===== src/rtl/pixel_word_packer_pkg.sv =====
// Shared pixel and FSM definitions for the pixel
// processing blocks.
package pixel_word_packer_pkg;

    localparam int PIXEL_SIZE = 24;
    localparam int COLOR_SIZE = 8;
    localparam int COUNT_W    = 16;

    typedef enum logic [1:0] {
        S_IDLE  = 2'd0,
        S_RUN   = 2'd1,
        S_FLUSH = 2'd2,
        S_DONE  = 2'd3
    } state_e;

endpackage


===== src/rtl/pixel_word_packer_if.sv =====
// Frame control, pixel stream and packed word bundle
// for pixel_word_packer.
interface pixel_word_packer_if #(
    parameter int DATA_WIDTH = 32
);
    import pixel_word_packer_pkg::*;

    logic                  start;
    logic [COUNT_W-1:0]    pix_count;
    logic [PIXEL_SIZE-1:0] pixel_in;
    logic                  pixel_vld;
    logic                  pixel_rdy;
    logic [DATA_WIDTH-1:0] data_out;
    logic                  vld;
    logic                  last_data;
    logic                  done;

    modport master (
        output start,
        output pix_count,
        output pixel_in,
        output pixel_vld,
        input  pixel_rdy,
        input  data_out,
        input  vld,
        input  last_data,
        input  done
    );

    modport slave (
        input  start,
        input  pix_count,
        input  pixel_in,
        input  pixel_vld,
        output pixel_rdy,
        output data_out,
        output vld,
        output last_data,
        output done
    );

endinterface


===== src/rtl/pixel_word_packer.sv =====
// Packs 24-bit RGB pixels LSB-first into DATA_WIDTH
// words as a continuous bit stream, one frame per start.
module pixel_word_packer
    import pixel_word_packer_pkg::*;
#(
    parameter int DATA_WIDTH = 32
) (
    input  logic                clk,
    input  logic                rst_n,
    pixel_word_packer_if.slave  bus
);

    localparam int BW = DATA_WIDTH + PIXEL_SIZE;
    localparam int FW = $clog2(BW + 1);

    if (DATA_WIDTH != 32 && DATA_WIDTH != 64) begin : g_bad_width
        $error("pixel_word_packer: DATA_WIDTH must be 32 or 64");
    end

    state_e             state;
    state_e             state_n;
    logic [COUNT_W-1:0] remaining;
    logic [BW-1:0]      pbuf;
    logic [FW-1:0]      fill;

    logic               xfer;
    logic               emit;
    logic               last_word;
    logic [BW-1:0]      shifted;
    logic [BW-1:0]      pix_ext;
    logic [FW-1:0]      fill_after;

    assign bus.pixel_rdy = (state == S_RUN) && (remaining != '0);
    assign xfer          = bus.pixel_vld && bus.pixel_rdy;

    // FLUSH drains full words first; the final partial word
    // leaves the buffer with zeros above fill as padding.
    assign last_word = (state == S_FLUSH) && (fill != '0)
                    && (fill <= FW'(DATA_WIDTH));
    assign emit = ((state == S_RUN) && (fill >= FW'(DATA_WIDTH)))
               || ((state == S_FLUSH) && (fill != '0));

    assign pix_ext = {{DATA_WIDTH{1'b0}}, bus.pixel_in};
    assign shifted = emit ? (pbuf >> DATA_WIDTH) : pbuf;

    always_comb begin
        fill_after = fill;
        if (last_word) begin
            fill_after = '0;
        end else if (emit) begin
            fill_after = fill - FW'(DATA_WIDTH);
        end
    end

    always_comb begin
        state_n = state;
        unique case (state)
            S_IDLE: begin
                if (bus.start) begin
                    state_n = (bus.pix_count == '0) ? S_DONE : S_RUN;
                end
            end
            S_RUN: begin
                if (xfer && remaining == COUNT_W'(1)) begin
                    state_n = S_FLUSH;
                end
            end
            S_FLUSH: begin
                if (last_word) begin
                    state_n = S_DONE;
                end
            end
            S_DONE:  state_n = S_IDLE;
            default: state_n = S_IDLE;
        endcase
    end

    always_ff @(posedge clk or negedge rst_n) begin
        if (!rst_n) begin
            state     <= S_IDLE;
            remaining <= '0;
            pbuf      <= '0;
            fill      <= '0;
        end else begin
            state <= state_n;
            if (state == S_IDLE && bus.start) begin
                remaining <= bus.pix_count;
                pbuf      <= '0;
                fill      <= '0;
            end else if (xfer) begin
                remaining <= remaining - COUNT_W'(1);
                pbuf      <= shifted | (pix_ext << fill_after);
                fill      <= fill_after + FW'(PIXEL_SIZE);
            end else begin
                pbuf      <= shifted;
                fill      <= fill_after;
            end
        end
    end

    always_ff @(posedge clk or negedge rst_n) begin
        if (!rst_n) begin
            bus.data_out  <= '0;
            bus.vld       <= 1'b0;
            bus.last_data <= 1'b0;
            bus.done      <= 1'b0;
        end else begin
            bus.vld       <= emit;
            bus.last_data <= last_word;
            bus.done      <= (state == S_DONE);
            if (emit) begin
                bus.data_out <= pbuf[DATA_WIDTH-1:0];
            end
        end
    end

endmodule


===== src/flat_wrapper.sv =====
// flat-port wrapper written by rule: the top's interface ports become plain ports
module pixel_word_packer_flat import pixel_word_packer_pkg::*;
#(
    parameter int DATA_WIDTH = 32
)
  (clk, rst_n, bus_start, bus_pix_count, bus_pixel_in, bus_pixel_vld, bus_pixel_rdy, bus_data_out, bus_vld, bus_last_data, bus_done);
  pixel_word_packer_if #(.DATA_WIDTH(DATA_WIDTH)) bus_i ();
  input  logic clk;
  input  logic rst_n;
  input wire logic [$bits(bus_i.start)-1:0] bus_start;
  input wire logic [$bits(bus_i.pix_count)-1:0] bus_pix_count;
  input wire logic [$bits(bus_i.pixel_in)-1:0] bus_pixel_in;
  input wire logic [$bits(bus_i.pixel_vld)-1:0] bus_pixel_vld;
  output wire logic [$bits(bus_i.pixel_rdy)-1:0] bus_pixel_rdy;
  output wire logic [$bits(bus_i.data_out)-1:0] bus_data_out;
  output wire logic [$bits(bus_i.vld)-1:0] bus_vld;
  output wire logic [$bits(bus_i.last_data)-1:0] bus_last_data;
  output wire logic [$bits(bus_i.done)-1:0] bus_done;
  assign bus_i.start = bus_start;
  assign bus_i.pix_count = bus_pix_count;
  assign bus_i.pixel_in = bus_pixel_in;
  assign bus_i.pixel_vld = bus_pixel_vld;
  assign bus_pixel_rdy = bus_i.pixel_rdy;
  assign bus_data_out = bus_i.data_out;
  assign bus_vld = bus_i.vld;
  assign bus_last_data = bus_i.last_data;
  assign bus_done = bus_i.done;
  pixel_word_packer #(.DATA_WIDTH(DATA_WIDTH)) u_core (.clk(clk), .rst_n(rst_n), .bus(bus_i));
endmodule

===== config.mk =====
export PLATFORM = sky130hd
export DESIGN_NAME = pixel_word_packer_flat
export DESIGN_NICKNAME = d
export VERILOG_FILES = /design/src/rtl/pixel_word_packer_pkg.sv /design/src/rtl/pixel_word_packer_if.sv /design/src/rtl/pixel_word_packer.sv /design/src/flat_wrapper.sv
export SDC_FILE = /design/constraint.sdc
export NUM_CORES = 1
export LEC_CHECK = 0
export BUFFER_PORTS_ARGS = -buffer_cell sky130_fd_sc_hd__buf_4
export CAP_MARGIN = 25
export CORE_ASPECT_RATIO = 1.4
export CORE_MARGIN = 2
export CORE_UTILIZATION = 49
export CTS_BUF_LIST = sky130_fd_sc_hd__clkbuf_16
export CTS_CLUSTER_SIZE = 10
export DETAILED_ROUTE_END_ITERATION = 8
export PLACE_DENSITY = 0.69
export SETUP_SLACK_MARGIN = 0.2
export SLEW_MARGIN = 0
export SYNTH_ARGS = -nofsm -noshare
export SYNTH_HDL_FRONTEND = slang
export SYNTH_SLANG_ARGS = --single-unit

===== constraint.sdc =====
create_clock -name clk -period 3 [get_ports clk]
set_clock_uncertainty 0.1 [all_clocks]
set_input_delay 0.15 -clock clk [delete_from_list [all_inputs] [get_ports clk]]
set_output_delay 0.15 -clock clk [all_outputs]
set_load 0.02 [all_outputs]

==> qor.yml, run 1 <==
timing:
  worst_pin_slew_ns: 0.873
  period_share_pct: 88.5
  rsz0062_at_grt: "false"
  hold_viol: 0
  tns_ns: 0
  slew_violations: 0
  fmax_mhz: 377
  report.final.setup_viol: 0
  holdWs_ns: 0.0198
  min_period_ns: 2.65
  slew_headroom_pct: 41.8
global_routing:
  gr-total-overflow: 0
  grt_usage_pct: 32.6
  grt_pass1_vias: 6791
  grt_pass1_wl_um: 37500
  antenna_found_initial: 0
  grt_start_max_net_pins: 73
worst_setup_path:
  worstPathCellList: "inv_1, ha_2, nand2b_1, buf_12, buf_4, a21oi_1, o22ai_1, o22ai_1, mux2i_1, o21ai_0"
  startpoint_type: "flop"
  worst_path_max_delay_cell: "dfrtp_1"
  crit_arrival_ns: 2.89
  critical_path_class: "flop to flop"
  critPathRequiredTime_ns: 3.24
  path_max_fanout: 41
  critPathMaxStageDelay_ns: 0.41
  cpMostUsedCell: "o22ai_1"
  critPathCaptureType: "flop"
logic_synthesis:
  synthMuxAreaShare_pct: 3.69
  synth_top_family_by_area: "simple AND/OR/NAND/NOR gates"
  ys_seq_elements: 115
  synth_edf_count: 0
  ys_warn_count: 0
  synth_most_common_cell: "nand2_1"
  synthSimpleGateAreaFrac_pct: 23.1
  synthCells: 842
  syn-cell-area_um2: 6850
  avgSynthCellArea_um2: 8.14
  syn_nets: 894
  yosysUniqueCellTypes: 67
  yosys.area.top_type: "dfrtp_1"
  synth_top_cell_area_share_pct: 42.0
  async_flop_share_pct: 100
  netlist_top_cells_count: "nand2_1 (185), dfrtp_1 (115), nor2_1 (69)"
  synth_area_leaders: "dfrtp_1 (42%), nand2_1 (10%), a21oi_1 (4.5%)"
  synth_ff_type: "dfrtp_1"
  ys_seq_area_share_pct: 42.0
  synth-compound-area-share_pct: 22.3
  synthXorXnorAreaFrac_pct: 2.05
  synth_adder_area_share_pct: 1.46
pwr:
  powerDensity_nw_per_um2: 926
  ir_worst_vdd_v: 0.000414
  p_leak_nw: 3.92
floorplan:
  die_area_um2: 15000
  start_util_pct: 49.7
  rows: 51
  die_w_um: 104
  core_um2: 13800
  dieHeight_um: 144
  io_pins: 80
final_layout:
  area_growth_pct: 24.8
  diodes: 0
  fillCellCount: 1244
  postLayoutCoreUtil_pct: 62.1
  drive_gt1_share_pct: 18.1
  layout.nets: 986
detailed_routing:
  drtPass1Iterations: 6
  drc_errors: 0
  viasPerCell: 6.16
  wl_um: 24200
  vias: 6978
  avgRoutedWirePerCell_um: 21.3
  ant_nets: 0
  drt_iter0_markers: 846
clock_network:
  htreeDepth: 4
  cts_root_buf: "clkbuf_16"
  clock_latency_ns: 0.42
  post_cts_buffers: 0
  clock_path_buffers: 2
  clkSinkCount: 115
  clk_pin_slew_worst_paths_ns: 0.06
  cts_tree: "yes"
  numCtsBuffers: 17
placed_design:
  gp_congestion: 1.07
  placement.io_buffers: 79
  hpwl_um: 17400
min_path:
  hold_class: "input pin to flop"
status:
  status: "completed"
run:
  max-cap-violations: 0
[where the power goes]
part           leakage [nW]  internal, mW  switching [mW]
logic                  2.10          1.23            2.17
registers              1.53          2.06           0.410
clock network         0.281          1.18           0.873
total                  3.92          4.47            3.45
[per-stage QoR]
| step | power (mW) | setup slack (ns) | area, um2 | cells |
|---|---|---|---|---|
| 2_1_floorplan | 4.51 | 0.733 | 6850 | 842 |
| 3_3_place_gp | 5.73 | 0.343 | 7750 | 1083 |
| 3_5_place_dp | 5.77 | 0.300 | 7750 | 1083 |
| 4_1_cts | 7.83 | 0.269 | 8510 | 1132 |
| 5_1_grt | 8.33 | 0.203 | 8550 | 1132 |
| 6_report | 7.92 | 0.346 | 8550 | 1132 |
[what timing repair did]
item,in CTS,in global routing
gates resized for setup,0,9
hold endpoints to repair,80,0
endpoints found under the setup margin,0,32
hold buffers,17,0
[registers in the layout (all words and copies together), names as in the netlist]
| register | cells |
|---|---|
| u_core.bus.data_out | 32 |
| u_core.bus.last_data | 1 |
| u_core.bus.done | 1 |
| u_core.pbuf | 56 |
| u_core.remaining | 16 |
| u_core.bus.vld | 1 |
| u_core.fill | 6 |
| u_core.state | 2 |
[cell usage in the layout, fill, tap and decap left out, types with 9 or more instances in the layout]
cell and count:
inv_1 22, o21ai_0 43, o211ai_1 24, dlygate4sd3_1 17, nor2b_1 14, buf_4 109
mux2i_1 23, nand2_1 184, clkbuf_16 17, nor4_1 9, a31oi_1 20, a21oi_1 61
dfrtp_1 115, nand3_1 22, nor2_1 68, o22ai_1 19, xor2_1 11, a22oi_1 21
[worst max-delay path: cells and delay by family (launching register included)]
kind / cells / cell delay [ns]
AO/OA/AOI/OAI: 4 / 0.87
adder cells (fa/ha/maj): 1 / 0.27
buffers and inverters: 3 / 0.52
flip-flops: 1 / 0.41
multiplexers: 1 / 0.26
AND/OR/NAND/NOR: 1 / 0.13
[layer usage]
layer | vias to the layer above | part of all wire [%] | track usage (%)
li1 | 3180 | - | -
met1 | 3326 | 39 | 39.6
met2 | 372 | 48 | 53.9
met3 | 100 | 7.4 | 6.21
met4 | 0 | 6.0 | 20.1
met5 | - | 0 | 0
[final timing paths]
check | from | to | slack, ns | cells after the start
worst max-delay path | u_core.state[0] | u_core.pbuf[17] | 0.35 | 10
worst min-delay path | bus_pixel_in[22] | u_core.pbuf[22] | 0.02 | 3
worst max register to register | u_core.state[0] | u_core.pbuf[17] | 0.35 | 10
worst min register to register | u_core.bus.data_out[18] | u_core.bus.data_out[18] | 0.36 | 2
max in group asynchronous | rst_n | u_core.pbuf[38] | 1.68 | 3
min in group asynchronous | rst_n | u_core.fill[0] | 0.28 | 2
[cell families (layout without fill, tap and decap cells)]
group | count (synthesis) | in the layout
and+or+nand+nor | 353 | 353
DFF | 115 | 115
buffers and inverters | 84 | 189
adders and majority gates | 8 | 8
muxes | 25 | 25
AOI/OAI and AO/OA | 241 | 241
xor gates and xnor gates | 16 | 16
[area by class of cell]
type                    count  area (um2)  area share, %
clock buffers              17         425           4.97
inverters                  25        93.8           1.10
well taps                 185         231           2.71
clock inverters            15         164           1.92
flip-flops and latches    115        2880           33.6
multi-input cells         643        3650           42.7
repair buffers            132        1110           13.0
No activity file was read; power rests on OpenSTA's default activity.
==> inputs of run 2 (changes only) <==
--- a/config.mk
+++ b/config.mk
@@ -9,11 +9,11 @@
 export CAP_MARGIN = 25
 export CORE_ASPECT_RATIO = 1.4
 export CORE_MARGIN = 2
-export CORE_UTILIZATION = 49
+export CORE_UTILIZATION = 59
 export CTS_BUF_LIST = sky130_fd_sc_hd__clkbuf_16
 export CTS_CLUSTER_SIZE = 10
 export DETAILED_ROUTE_END_ITERATION = 8
-export PLACE_DENSITY = 0.69
+export PLACE_DENSITY = 0.81
 export SETUP_SLACK_MARGIN = 0.2
 export SLEW_MARGIN = 0
 export SYNTH_ARGS = -nofsm -noshare
==> qor.yml, run 2 (synthesis gave the netlist of run 1 again) <==
final_layout:
  area_growth_pct: 23.4
  final_common_cell: "nand2_1"
  fillCellCount: 831
  regMostFlops: "u_core.pbuf"
  largest_reg_flops: 56
  mostFrequentLayoutCells: "nand2_1 (184), dfrtp_1 (115), buf_4 (114), nor2_1 (69), a21oi_1 (61)"
  top_regs: "u_core.pbuf: 56 flops, u_core.bus.data_out: 32 flops, u_core.remaining: 16 flops"
  diodes: 0
  drive_gt1_share_pct: 18.0
  layout.nets: 989
timing:
  period_share_pct: 89.1
  worst_pin_slew_ns: 0.802
  hold_viol: 0
  rsz0062_at_grt: "false"
  slew_headroom_pct: 46.4
  holdWs_ns: 0.00781
  fmax_mhz: 374
  min_period_ns: 2.67
  report.final.setup_viol: 0
  slew_violations: 0
  tns_ns: 0
floorplan:
  dieHeight_um: 132
  rows: 46
  core_um2: 11300
  io_pins: 80
  start_util_pct: 60.4
  die_area_um2: 12500
  die_w_um: 95.1
worst_setup_path:
  critPathMaxStageDelay_ns: 0.46
  crit_arrival_ns: 2.86
  critPathCaptureType: "flop"
  r2r_start: "u_core.state[0]"
  timing.reg2reg.setup_slack_ns: 0.33
  worstPathCellList: "inv_1, ha_2, nand2b_1, buf_12, a31oi_1, o21ai_0, o22ai_1, mux2i_1, o21ai_0"
  worst_path_max_delay_cell: "o21ai_0"
  cpMostUsedCell: "o21ai_0"
  path_max_fanout: 51
  startpoint_type: "flop"
  timing.rr.end: "u_core.pbuf[19]"
  r2r_cells: 9
  critical_path_class: "flop to flop"
  critPathRequiredTime_ns: 3.19
pwr:
  ir_worst_vdd_v: 0.000710
  p_leak_nw: 3.92
  total_power_mw: 7.85
  powerDensity_nw_per_um2: 929
placed_design:
  gp_congestion: 1.09
  hpwl_um: 16800
  placement.io_buffers: 79
global_routing:
  use_met1_pct: 48.3
  grt_pass1_wl_um: 37300
  gr-total-overflow: 0
  gr-usage-met2_pct: 63.0
  grt_pass1_vias: 6812
  grt_usage_pct: 39.2
  grt_busiest_layer: "met2"
  antenna_found_initial: 0
  grt_start_max_net_pins: 77
  met3_usage_pct: 7.91
detailed_routing:
  ant_nets: 0
  drtPass1Iterations: 6
  drc_errors: 0
  drt_iter0_markers: 885
  wl_um: 23700
  viasPerCell: 6.53
  vias: 7142
  avgRoutedWirePerCell_um: 21.7
clock_network:
  numCtsBuffers: 17
  clock_latency_ns: 0.42
  clock_path_buffers: 2
  cts_tree: "yes"
  clkSinkCount: 115
  clk_pin_slew_worst_paths_ns: 0.06
  cts_root_buf: "clkbuf_16"
  htreeDepth: 4
min_path:
  hp-start: "bus_pixel_in[22]"
  min_path_cells: 3
  min_to: "u_core.pbuf[22]"
  hold_class: "input pin to flop"
status:
  status: "completed"
run:
  max-cap-violations: 0
[run 2: per-stage QoR]
step | utilization [%] | std cells | area (um2) | worst slack (ns)
floorplan | - | 842 | 6850 | 0.733
global placement | 67.9 | 1045 | 7700 | 0.418
CTS | 74.3 | 1094 | 8430 | 0.297
global route | 74.6 | 1094 | 8460 | 0.221
detailed placement | 67.9 | 1045 | 7700 | 0.296
finish | 74.6 | 1094 | 8460 | 0.327
[run 2: per-layer routing]
metal / wire length, um / vias to the layer above
li1: - / 3192
met1: 8700 / 3388
met2: 11600 / 445
met4: 1560 / 0
met3: 1860 / 117
met5: 0 / -
[run 2: area by class of cell]
| cell class | instances | area (um2) | area share, % |
|---|---|---|---|
| Inverter | 25 | 93.8 | 1.11 |
| Sequential cell | 115 | 2880 | 34.0 |
| Timing Repair Buffer | 135 | 1110 | 13.1 |
| Clock inverter | 15 | 133 | 1.57 |
| Multi-Input combinational cell | 643 | 3640 | 43.1 |
| Clock buffer | 17 | 425 | 5.03 |
| Tap cell | 144 | 180 | 2.13 |
[run 2: what timing repair did]
action / in CTS / in global routing
gates resized for setup: 0 / 8
endpoints found under the hold margin: 55 / 0
buffers inserted: 0 / 0
hold buffers: 17 / 0
setup endpoints to repair: 0 / 31
[run 2: worst max-delay path, delay by kind of cell, from the launching register on]
family | cells | cell delay (ns)
fa+ha+maj | 1 | 0.26
simple gates | 1 | 0.16
flops | 1 | 0.38
mux | 1 | 0.29
buf+inv | 2 | 0.35
compound gates | 4 | 1.00
[run 2: worst max-delay path by stage]
stage | from | end | slack, ns | cells past startpoint
final | u_core.state[0] | u_core.pbuf[19] | 0.33 | 9
after global placement | u_core.state[0] | u_core.pbuf[6] | 0.42 | 9
after CTS | u_core.state[0] | u_core.pbuf[5] | 0.30 | 9
after floorplan | u_core.state[0] | u_core.fill[4] | 0.73 | 11
after detailed placement | u_core.state[0] | u_core.pbuf[5] | 0.30 | 9
after global routing | u_core.state[0] | u_core.pbuf[35] | 0.22 | 9
[run 2: report_power, final]
part	switching, mW	internal, mW	total (mW)
Clock	0.790	1.14	1.93
Sequential	0.412	2.06	2.47
Combinational	2.21	1.25	3.45
